**src/rtl/gray_frame_writer_pkg.sv**
```systemverilog
// gray_frame_writer_pkg: shared FSM state encoding, pixel byte type and FIFO depth for the gray frame writer
package gray_pkg;
  typedef enum logic [1:0] {
    GW_IDLE  = 2'b00,
    GW_RUN   = 2'b01,
    GW_DRAIN = 2'b10,
    GW_DONE  = 2'b11
  } gw_state_e;
  typedef logic [7:0] pixel_t;
  localparam int FIFO_DEPTH = 2;
endpackage

```
**src/rtl/gray_frame_writer_if.sv**
```systemverilog
// gray_frame_writer_if: pixel stream in (gs_valid/gs_data/gw_busy) and frame RAM write port (mem_we/mem_addr/mem_wdata/mem_wready)
//   master: producer + RAM side (drives gs_valid, gs_data, mem_wready)
//   slave : the writer (drives gw_busy, mem_we, mem_addr, mem_wdata)
interface gray_frame_writer_if #(parameter int ADDR_W = 8);
  import gray_pkg::*;
  logic              gs_valid;
  pixel_t            gs_data;
  logic              gw_busy;
  logic              mem_we;
  logic [ADDR_W-1:0] mem_addr;
  pixel_t            mem_wdata;
  logic              mem_wready;
  modport master (output gs_valid, gs_data, mem_wready, input gw_busy, mem_we, mem_addr, mem_wdata);
  modport slave  (input gs_valid, gs_data, mem_wready, output gw_busy, mem_we, mem_addr, mem_wdata);
endinterface

```
**src/rtl/gray_frame_writer_fifo2.sv**
```systemverilog
// gw_fifo2: 2-entry pixel FIFO; ports clk, rst_n (async low), clr_i (sync flush), push_i/din_i, pop_i/dout_o, full_o, empty_o
// Push while full is accepted only together with a pop; pop on empty is ignored.
module gw_fifo2 import gray_pkg::*; (
  input  logic   clk,
  input  logic   rst_n,
  input  logic   clr_i,
  input  logic   push_i,
  input  logic   pop_i,
  input  pixel_t din_i,
  output pixel_t dout_o,
  output logic   full_o,
  output logic   empty_o
);
  pixel_t     mem_q [FIFO_DEPTH];
  logic       rd_q, wr_q;
  logic [1:0] cnt_q;
  logic       do_push, do_pop;
  assign do_pop  = pop_i && !empty_o;
  assign do_push = push_i && (!full_o || do_pop);
  assign full_o  = cnt_q == 2'(FIFO_DEPTH);
  assign empty_o = cnt_q == 2'd0;
  assign dout_o  = mem_q[rd_q];
  always_ff @(posedge clk or negedge rst_n) begin
    if (!rst_n) begin
      rd_q  <= 1'b0;
      wr_q  <= 1'b0;
      cnt_q <= 2'd0;
    end else if (clr_i) begin
      rd_q  <= 1'b0;
      wr_q  <= 1'b0;
      cnt_q <= 2'd0;
    end else begin
      rd_q  <= rd_q ^ do_pop;
      wr_q  <= wr_q ^ do_push;
      cnt_q <= cnt_q + {1'b0, do_push} - {1'b0, do_pop};
    end
  end
  // Storage needs no reset: it is only observed while the count is non-zero.
  always_ff @(posedge clk) begin
    if (do_push && !clr_i) mem_q[wr_q] <= din_i;
  end
endmodule

```
**src/rtl/gray_frame_writer.sv**
```systemverilog
// gray_frame_writer: buffers gray pixel bytes and writes one N*M frame to RAM from BASE_ADDR
//   clk, rst_n (async low)     : clock and reset
//   gw_enable                  : start request, sampled in IDLE only
//   bus (slave)                : pixel stream in + RAM write port
//   gw_done                    : one-cycle pulse after the last pixel is written
//   overflow_err               : sticky, a byte was dropped while the FIFO was full
//   frame_sum (optional)       : mod-2^16 sum of written bytes, present with GRAY_FRAME_WRITER_CHECKSUM_EN
module gray_frame_writer import gray_pkg::*; #(
  parameter int N         = 2,
  parameter int M         = 2,
  parameter int ADDR_W    = 8,
  parameter int BASE_ADDR = 0
) (
  input  logic clk,
  input  logic rst_n,
  input  logic gw_enable,
  gray_frame_writer_if.slave bus,
  output logic gw_done,
  output logic overflow_err
`ifdef GRAY_FRAME_WRITER_CHECKSUM_EN
  ,
  output logic [15:0] frame_sum
`endif
);
  localparam int NM = N * M;
  localparam int CW = $clog2(NM + 1);
  localparam logic [CW-1:0] TOTAL = CW'(NM);
  localparam logic [CW-1:0] LAST  = CW'(NM - 1);
  gw_state_e   state_q, state_d;
  logic [CW-1:0] in_cnt_q, in_cnt_d, out_cnt_q, out_cnt_d;
  logic        ovf_q, ovf_d;
  logic        start, active, push, pop, we, full, empty;
  pixel_t      head;
  assign start  = state_q == GW_IDLE && gw_enable;
  assign active = state_q == GW_RUN || state_q == GW_DRAIN;
  assign we     = active && !empty;
  assign pop    = we && bus.mem_wready;
  // A full FIFO still takes a byte when the head leaves in the same cycle.
  assign push   = state_q == GW_RUN && bus.gs_valid && (!full || pop);
  gw_fifo2 u_fifo (
    .clk     (clk),
    .rst_n   (rst_n),
    .clr_i   (start),
    .push_i  (push),
    .pop_i   (pop),
    .din_i   (bus.gs_data),
    .dout_o  (head),
    .full_o  (full),
    .empty_o (empty)
  );
  always_ff @(posedge clk or negedge rst_n) begin
    if (!rst_n) state_q <= GW_IDLE;
    else        state_q <= state_d;
  end
  // DRAIN leaves on the cycle the final write completes so gw_done follows it directly.
  always_comb begin
    state_d = state_q;
    case (state_q)
      GW_IDLE:  state_d = gw_enable ? GW_RUN : GW_IDLE;
      GW_RUN:   state_d = (push && in_cnt_q == LAST) ? GW_DRAIN : GW_RUN;
      GW_DRAIN: state_d = (out_cnt_q == TOTAL || (pop && out_cnt_q == LAST)) ? GW_DONE : GW_DRAIN;
      GW_DONE:  state_d = GW_IDLE;
    endcase
  end
  always_comb begin
    gw_done       = state_q == GW_DONE;
    bus.mem_we    = we;
    bus.mem_addr  = we ? ADDR_W'(BASE_ADDR) + ADDR_W'(out_cnt_q) : '0;
    bus.mem_wdata = we ? head : '0;
    bus.gw_busy   = full;
    overflow_err  = ovf_q;
  end
  always_comb begin
    in_cnt_d  = start ? '0 : in_cnt_q + CW'(push);
    out_cnt_d = start ? '0 : out_cnt_q + CW'(pop);
    ovf_d     = start ? 1'b0 : ovf_q | (state_q == GW_RUN && bus.gs_valid && !push);
  end
  always_ff @(posedge clk or negedge rst_n) begin
    if (!rst_n) begin
      in_cnt_q  <= '0;
      out_cnt_q <= '0;
      ovf_q     <= 1'b0;
    end else begin
      in_cnt_q  <= in_cnt_d;
      out_cnt_q <= out_cnt_d;
      ovf_q     <= ovf_d;
    end
  end
`ifdef GRAY_FRAME_WRITER_CHECKSUM_EN
  logic [15:0] sum_q, sum_d;
  assign sum_d     = start ? 16'd0 : sum_q + (pop ? 16'(head) : 16'd0);
  assign frame_sum = sum_q;
  always_ff @(posedge clk or negedge rst_n) begin
    if (!rst_n) sum_q <= 16'd0;
    else        sum_q <= sum_d;
  end
`endif
endmodule

```
**src/flat_wrapper.sv**
```systemverilog
// flat-port wrapper written by rule: the top's interface ports become plain ports
module gray_frame_writer_flat import gray_pkg::*;
#(
  parameter int N         = 2,
  parameter int M         = 2,
  parameter int ADDR_W    = 8,
  parameter int BASE_ADDR = 0
)
  (clk, rst_n, gw_enable, gw_done, overflow_err, bus_gs_valid, bus_gs_data, bus_mem_wready, bus_gw_busy, bus_mem_we, bus_mem_addr, bus_mem_wdata);
  gray_frame_writer_if #(.ADDR_W(ADDR_W)) bus_i ();
  input  logic clk;
  input  logic rst_n;
  input  logic gw_enable;
  output logic gw_done;
  output logic overflow_err;
  input wire logic [$bits(bus_i.gs_valid)-1:0] bus_gs_valid;
  input wire logic [$bits(bus_i.gs_data)-1:0] bus_gs_data;
  input wire logic [$bits(bus_i.mem_wready)-1:0] bus_mem_wready;
  output wire logic [$bits(bus_i.gw_busy)-1:0] bus_gw_busy;
  output wire logic [$bits(bus_i.mem_we)-1:0] bus_mem_we;
  output wire logic [$bits(bus_i.mem_addr)-1:0] bus_mem_addr;
  output wire logic [$bits(bus_i.mem_wdata)-1:0] bus_mem_wdata;
  assign bus_i.gs_valid = bus_gs_valid;
  assign bus_i.gs_data = bus_gs_data;
  assign bus_i.mem_wready = bus_mem_wready;
  assign bus_gw_busy = bus_i.gw_busy;
  assign bus_mem_we = bus_i.mem_we;
  assign bus_mem_addr = bus_i.mem_addr;
  assign bus_mem_wdata = bus_i.mem_wdata;
  gray_frame_writer #(.N(N), .M(M), .ADDR_W(ADDR_W), .BASE_ADDR(BASE_ADDR)) u_core (.clk(clk), .rst_n(rst_n), .gw_enable(gw_enable), .bus(bus_i), .gw_done(gw_done), .overflow_err(overflow_err));
endmodule
```
**config.mk**
```make
export PLATFORM = sky130hd
export DESIGN_NAME = gray_frame_writer_flat
export DESIGN_NICKNAME = d
export VERILOG_FILES = /design/src/rtl/gray_frame_writer_pkg.sv /design/src/rtl/gray_frame_writer_if.sv /design/src/rtl/gray_frame_writer_fifo2.sv /design/src/rtl/gray_frame_writer.sv /design/src/flat_wrapper.sv
export SDC_FILE = /design/constraint.sdc
export NUM_CORES = 1
export LEC_CHECK = 0
export CAP_MARGIN = 20
export CORE_UTILIZATION = 48
export CTS_CLUSTER_SIZE = 40
export DETAILED_ROUTE_END_ITERATION = 8
export GPL_TIMING_DRIVEN = 1
export PLACE_DENSITY = 0.77
export RECOVER_POWER = 50
export SLEW_MARGIN = 30
export SYNTH_ARGS = -nofsm -noshare
export SYNTH_HDL_FRONTEND = slang
export SYNTH_SLANG_ARGS = --single-unit
export TNS_END_PERCENT = 20
```
**constraint.sdc**
```tcl
create_clock -name clk -period 2.5 [get_ports clk]
set_input_delay 0.625 -clock clk [delete_from_list [all_inputs] [get_ports clk]]
set_output_delay 0.625 -clock clk [all_outputs]
set_load 0.01 [all_outputs]
```
# Word-level counts from Yosys, hierarchy flattened
# Memories as Yosys holds them, arrays and structs flattened.
# Index checks and enable logic that the tools add are counted.
# totals
register_bits,13
ramBits,16
in_bits,13
out_inout_bits,20
wordCells,57
memories,1
# memory_table
memory,depth,width,read_ports,rd_ports_with_merged_regs,wr,line_no,text
u_core.u_fifo.mem_q,2,8,1,0,1,gray_frame_writer_fifo2.sv:14,pixel_t mem_q [FIFO_DEPTH];
# op_classes
add_sub_neg,4
n_eq_ne,7
mux,14
bitwise_logic,3
reduce_logical,21
# op_table
cell,count
1-bit logical AND,11
3-bit two-way mux,3
8-bit two-way mux,1
2-bit one-hot mux with 4 select lines,1
1-bit two-way mux,7
3-bit by 1-bit adder with 3-bit output,2
"2-bit == test, second input constant",3
"3-bit by 2-bit == test with 1-bit output, second input constant",2
1-bit logical NOT,4
2-bit logical NOT,2
1-bit logical OR,4
2-bit two-way mux,2
"3-bit == test, second input constant",1
2-bit by 1-bit adder with 2-bit output,1
"2-bit by 1-bit == test with 1-bit output, second input constant",1
2-bit by 1-bit subtractor with 2-bit output,1
1-bit XOR,2
1-bit bitwise OR,1

# Logic depth before layout (Yosys ltp)
# Gate-level depths: netlist of the first run.
# depth
depth_word,10
ltp_mapped,11
depth_no_buf,11

# Hierarchy
# A second synthesis of the first run with hierarchy kept.
# unflattened
cells_unflattened,117
hier_area_um2,1471.4
# modules_own_cells
module,instances,cells_each,area_per_inst_um2,seq_area_each_um2
gw_fifo2,1,52,823.3,580.6
gray_frame_writer,1,65,648.1,225.2

# Worst setup path before layout of the first run
# Ideal clock, no wire load.
# synth_path
path_kind,register to register
startpoint,reg u_core.state_q[0]
endpoint,mem u_core.u_fifo.mem_q[0][0] (netlist bit) (enable)
setup_time_ns,0.383
t_arrival_ns,1.724
path_slack_ns,0.392
path_stages_with_launch,7
cell_sequence,dfrtp_1 inv_1 ha_1 nand2_1 a21oi_4 inv_1 nor3_1
# synth_via
elab_chain_cells,10
word_cells_on_any_way,17
cone_classes,eq/ne: 2; mux: 2; reduce/logical: 13
# synth_lines
element,line_no,text
start: declaration,gray_frame_writer.sv:29,"gw_state_e state_q, state_d;"
start signal: assignment,gray_frame_writer.sv:53,else state_q <= state_d;
2-bit by 1-bit == test with 1-bit output or 2-bit == test (tied branches),"gray_frame_writer.sv:35, gray_frame_writer.sv:39",
1-bit logical OR,gray_frame_writer.sv:35,assign active = state_q == GW_RUN || state_q == GW_DRAIN;
1-bit logical AND,gray_frame_writer.sv:36,assign we = active && !empty;
1-bit logical AND,gray_frame_writer.sv:37,assign pop = we && bus.mem_wready;
1-bit logical OR or 1-bit logical AND (tied branches),"gray_frame_writer.sv:39, gray_frame_writer_fifo2.sv:18",
1-bit logical AND or 1-bit logical OR (tied branches),"gray_frame_writer.sv:39, gray_frame_writer_fifo2.sv:19",
1-bit logical AND,gray_frame_writer_fifo2.sv:19,assign do_push = push_i && (!full_o || do_pop);
1-bit logical AND *,gray_frame_writer_fifo2.sv:40,if (do_push && !clr_i) mem_q[wr_q] <= din_i;
1-bit two-way mux *,gray_frame_writer_fifo2.sv:40,
1-bit two-way mux (implied by the code) *,gray_frame_writer_fifo2.sv:40,
end: declaration,gray_frame_writer_fifo2.sv:14,
# Every way passes the cells marked *; elsewhere a longest branch is shown, timed or not.

==> impl_metrics.yaml, run 1 <==
routing:
  routed_wl_mm: 2.39
  viasPerCell: 4.99
  drtPass1Iterations: 4
  ant_nets: 0
  dr_total_vias: 903
  wl_per_cell_um: 13.2
  post-route-drc-count: 0
  drt_iter0_drc: 16
outcome:
  status: "completed"
power_and_ir_drop:
  ir_worst_vdd_mv: 0.621
  power-per-cell-area_mw_per_mm2: 850
  leakage_nw: 0.892
yosys:
  synthCells: 113
  yosys_register_bits: 29
  synth_compound_area_frac: 0.0540
  synthAdderAreaFrac: 0.0810
  synth_xor_area_frac: 0.0441
  yosysUniqueCellTypes: 29
  syn-cell-area_sq_mm: 0.00139
  synth_top_family_by_area: "simple AND/OR/NAND/NOR gates"
  ys.warnings.count: 0
  yosysSeqAreaShare: 0.580
  syn_area_per_cell_sq_um: 12.3
  synth-simple-area-share: 0.123
  synthMuxAreaShare: 0.0576
die:
  num_rows: 19
  die_h_um: 55.8
  die_area_sq_mm: 0.00312
  core_area_sq_mm: 0.00276
  start_util: 0.504
  die_w_um: 55.8
  ios: 33
setup_path:
  arrival_ns: 1.71
  startpoint_type: "flip-flop"
  crit_required_ns: 1.88
  end_kind: "output pin"
  crit_fanout: 10
  crit_type: "reg -> out"
clocking:
  root_buffer: "clkbuf_4"
  cts_sinks: 29
  cts.htree.levels: 2
  cts_tree: "done"
  cts_buffer_depth: 2
  numCtsBuffers: 5
  cts_hold_buf: 0
  clk_pin_slew_ns: 0.09
  worstSkewPairLatency_ns: 0.32
place:
  placedCellCount: 172
  hpwl_mm: 1.74
  portBuffers: 27
  post-place-ws_ns: 0.121
  place_area_sq_mm: 0.00170
  gp_congestion: 0.703
timing:
  slew_headroom: 0.606
  period_needed_ns: 2.34
  slew_viol_final: 0
  rsz0062_at_grt: "false"
  final.setup.tns_ns: 0
  post-route-period-util: 0.935
  worstMarginPinSlew_ns: 0.589
  skew_ns: 0.00941
  fmax_mhz: 428
  worst_slack_ns: 0.164
  setup_viol: 0
  hold_viol_final: 0
job:
  max_cap_violations: 0
final_layout:
  drive_gt1_frac: 0.107
  regArea_sq_um: 806
  nets: 171
  fillers: 216
  final_cells: 181
  syn_to_final_growth_pct: 27.2
  post-route-cell-area_sq_mm: 0.00177
  layout_commonest_cell: "nor2_1"
  mostFrequentLayoutCells: "18 x nor2_1, 16 x edfxtp_1, 13 x dfrtp_1"
  antennaDiodeCount: 0
  multi_input_comb_area_sq_um: 523
global_route:
  antenna_found_initial: 0
  grt_max_degree: 14
  grt_pass1_wl_mm: 3.86
  grt_use_total: 0.170
  overflow: 0
  grt_pass1_vias: 881
worst_hold_path:
  hp-class: "reg -> reg"
-- state kept, by name, indices dropped and copies added, names as in the netlist, named ones only --
signal,cells
u_core.state_q,1
u_core.overflow_err,1
u_core.out_cnt_q,3
u_core.u_fifo.cnt_q,2
u_core.in_cnt_q,3
u_core.u_fifo.mem_q,16
u_core.u_fifo.rd_q,1
u_core.u_fifo.wr_q,1
-- cells in the mapped netlist --
cell	count	area (sq um)
edfxtp_1	16	480
o311ai_1	1	8.76
a21oi_1	1	5.00
nor2b_1	1	6.26
clkbuf_1	1	3.75
and2_1	7	43.8
nand4_1	1	6.26
buf_4	5	37.5
nor3_2	1	10.0
ha_1	9	113
and3_2	1	7.51
nand2_1	4	15.0
a21oi_4	1	16.3
a311o_1	1	10.0
inv_1	8	30.0
nor3_1	1	5.00
mux2i_1	8	80.1
conb_1	1	3.75
xor2_1	2	17.5
o21ai_2	1	8.76
o211ai_2	1	12.5
o21ai_1	1	5.00
inv_2	1	3.75
dfrtp_1	13	325
nor2_1	18	67.6
and2b_4	1	10.0
a41oi_1	1	8.76
xnor2_1	5	43.8
buf_2	1	5.00
-- per-layer routing --
layer  up-vias  track usage  part of all wire
met3         7       0.0535             0.038
met2        19        0.293              0.50
met4         0        0.105             0.026
met5         -            0                 0
met1       435        0.182              0.44
li1        442            -                 -
-- worst max-delay path, stage by stage (launching register included) --
cell and delay (ns):
dfrtp_1 0.39, inv_1 0.13, ha_4 0.23, o21ai_4 0.13, inv_2 0.07, and2_1 0.15
dlygate4sd2_1 0.28
-- worst paths after layout --
kind	start	endpoint	slack (ns)	cells past startpoint
setup / recovery	flip-flop	bus_mem_addr[2]	0.16	6
hold / removal	u_core.overflow_err$_DFF_PN0_	u_core.overflow_err$_DFF_PN0_	0.52	2
setup reg to reg	flip-flop	u_core.u_fifo.cnt_q[1]$_DFF_PN0_	0.51	11
hold reg to reg	u_core.overflow_err$_DFF_PN0_	u_core.overflow_err$_DFF_PN0_	0.52	2
max in group asynchronous	rst_n	u_core.out_cnt_q[2]$_DFF_PN0_	1.37	1
min in group asynchronous	rst_n	async pin	0.73	1
-- power breakdown --
| group | internal, mW | switching (mW) |
|---|---|---|
| clock network | 0.107 | 0.153 |
| registers | 0.603 | 0.0741 |
| logic | 0.282 | 0.283 |
| total | 0.992 | 0.510 |
-- stage by stage --
stage	utilization	total power [mW]	hold slack [ns]
global placement	0.616	1.25	0.489
global route	0.641	1.61	0.584
detailed placement	0.616	1.27	0.501
finish	0.641	1.50	0.516
floorplan	-	1.03	0.329
CTS	0.642	1.56	0.521
-- layout make-up --
class	instances	area share
Sequential cell	29	0.456
Timing Repair Buffer	32	0.178
Tap cell	31	0.0219
Clock buffer	6	0.0234
Multi-Input combinational cell	72	0.296
Clock inverter	2	0.00566
Inverter	9	0.0191
-- cells by family (layout without fill, tap and decap cells) --
group,after synthesis,count (layout)
AO/OA/AOI/OAI,8,8
XOR/XNOR,7,7
adder cells (fa/ha/maj),9,9
buffers and inverters,16,49
flip-flops,29,29
multiplexers,8,8
other,1,5
AND/OR/NAND/NOR,35,35
-- what timing repair did --
| item | CTS | global route |
|---|---|---|
| resized for setup | 6 | 8 |
| buffers inserted | 1 | 0 |
| endpoints found under the setup margin | 12 | 8 |
No activity file was read; power rests on OpenSTA's default activity.
==> run 2, diff against run 1 <==
- CTS_CLUSTER_SIZE: 40 -> not set
- SLEW_MARGIN: 30 -> 20
==> results of run 2 <==
No change in the layout: final DEF, timing and power equal those of run 1.
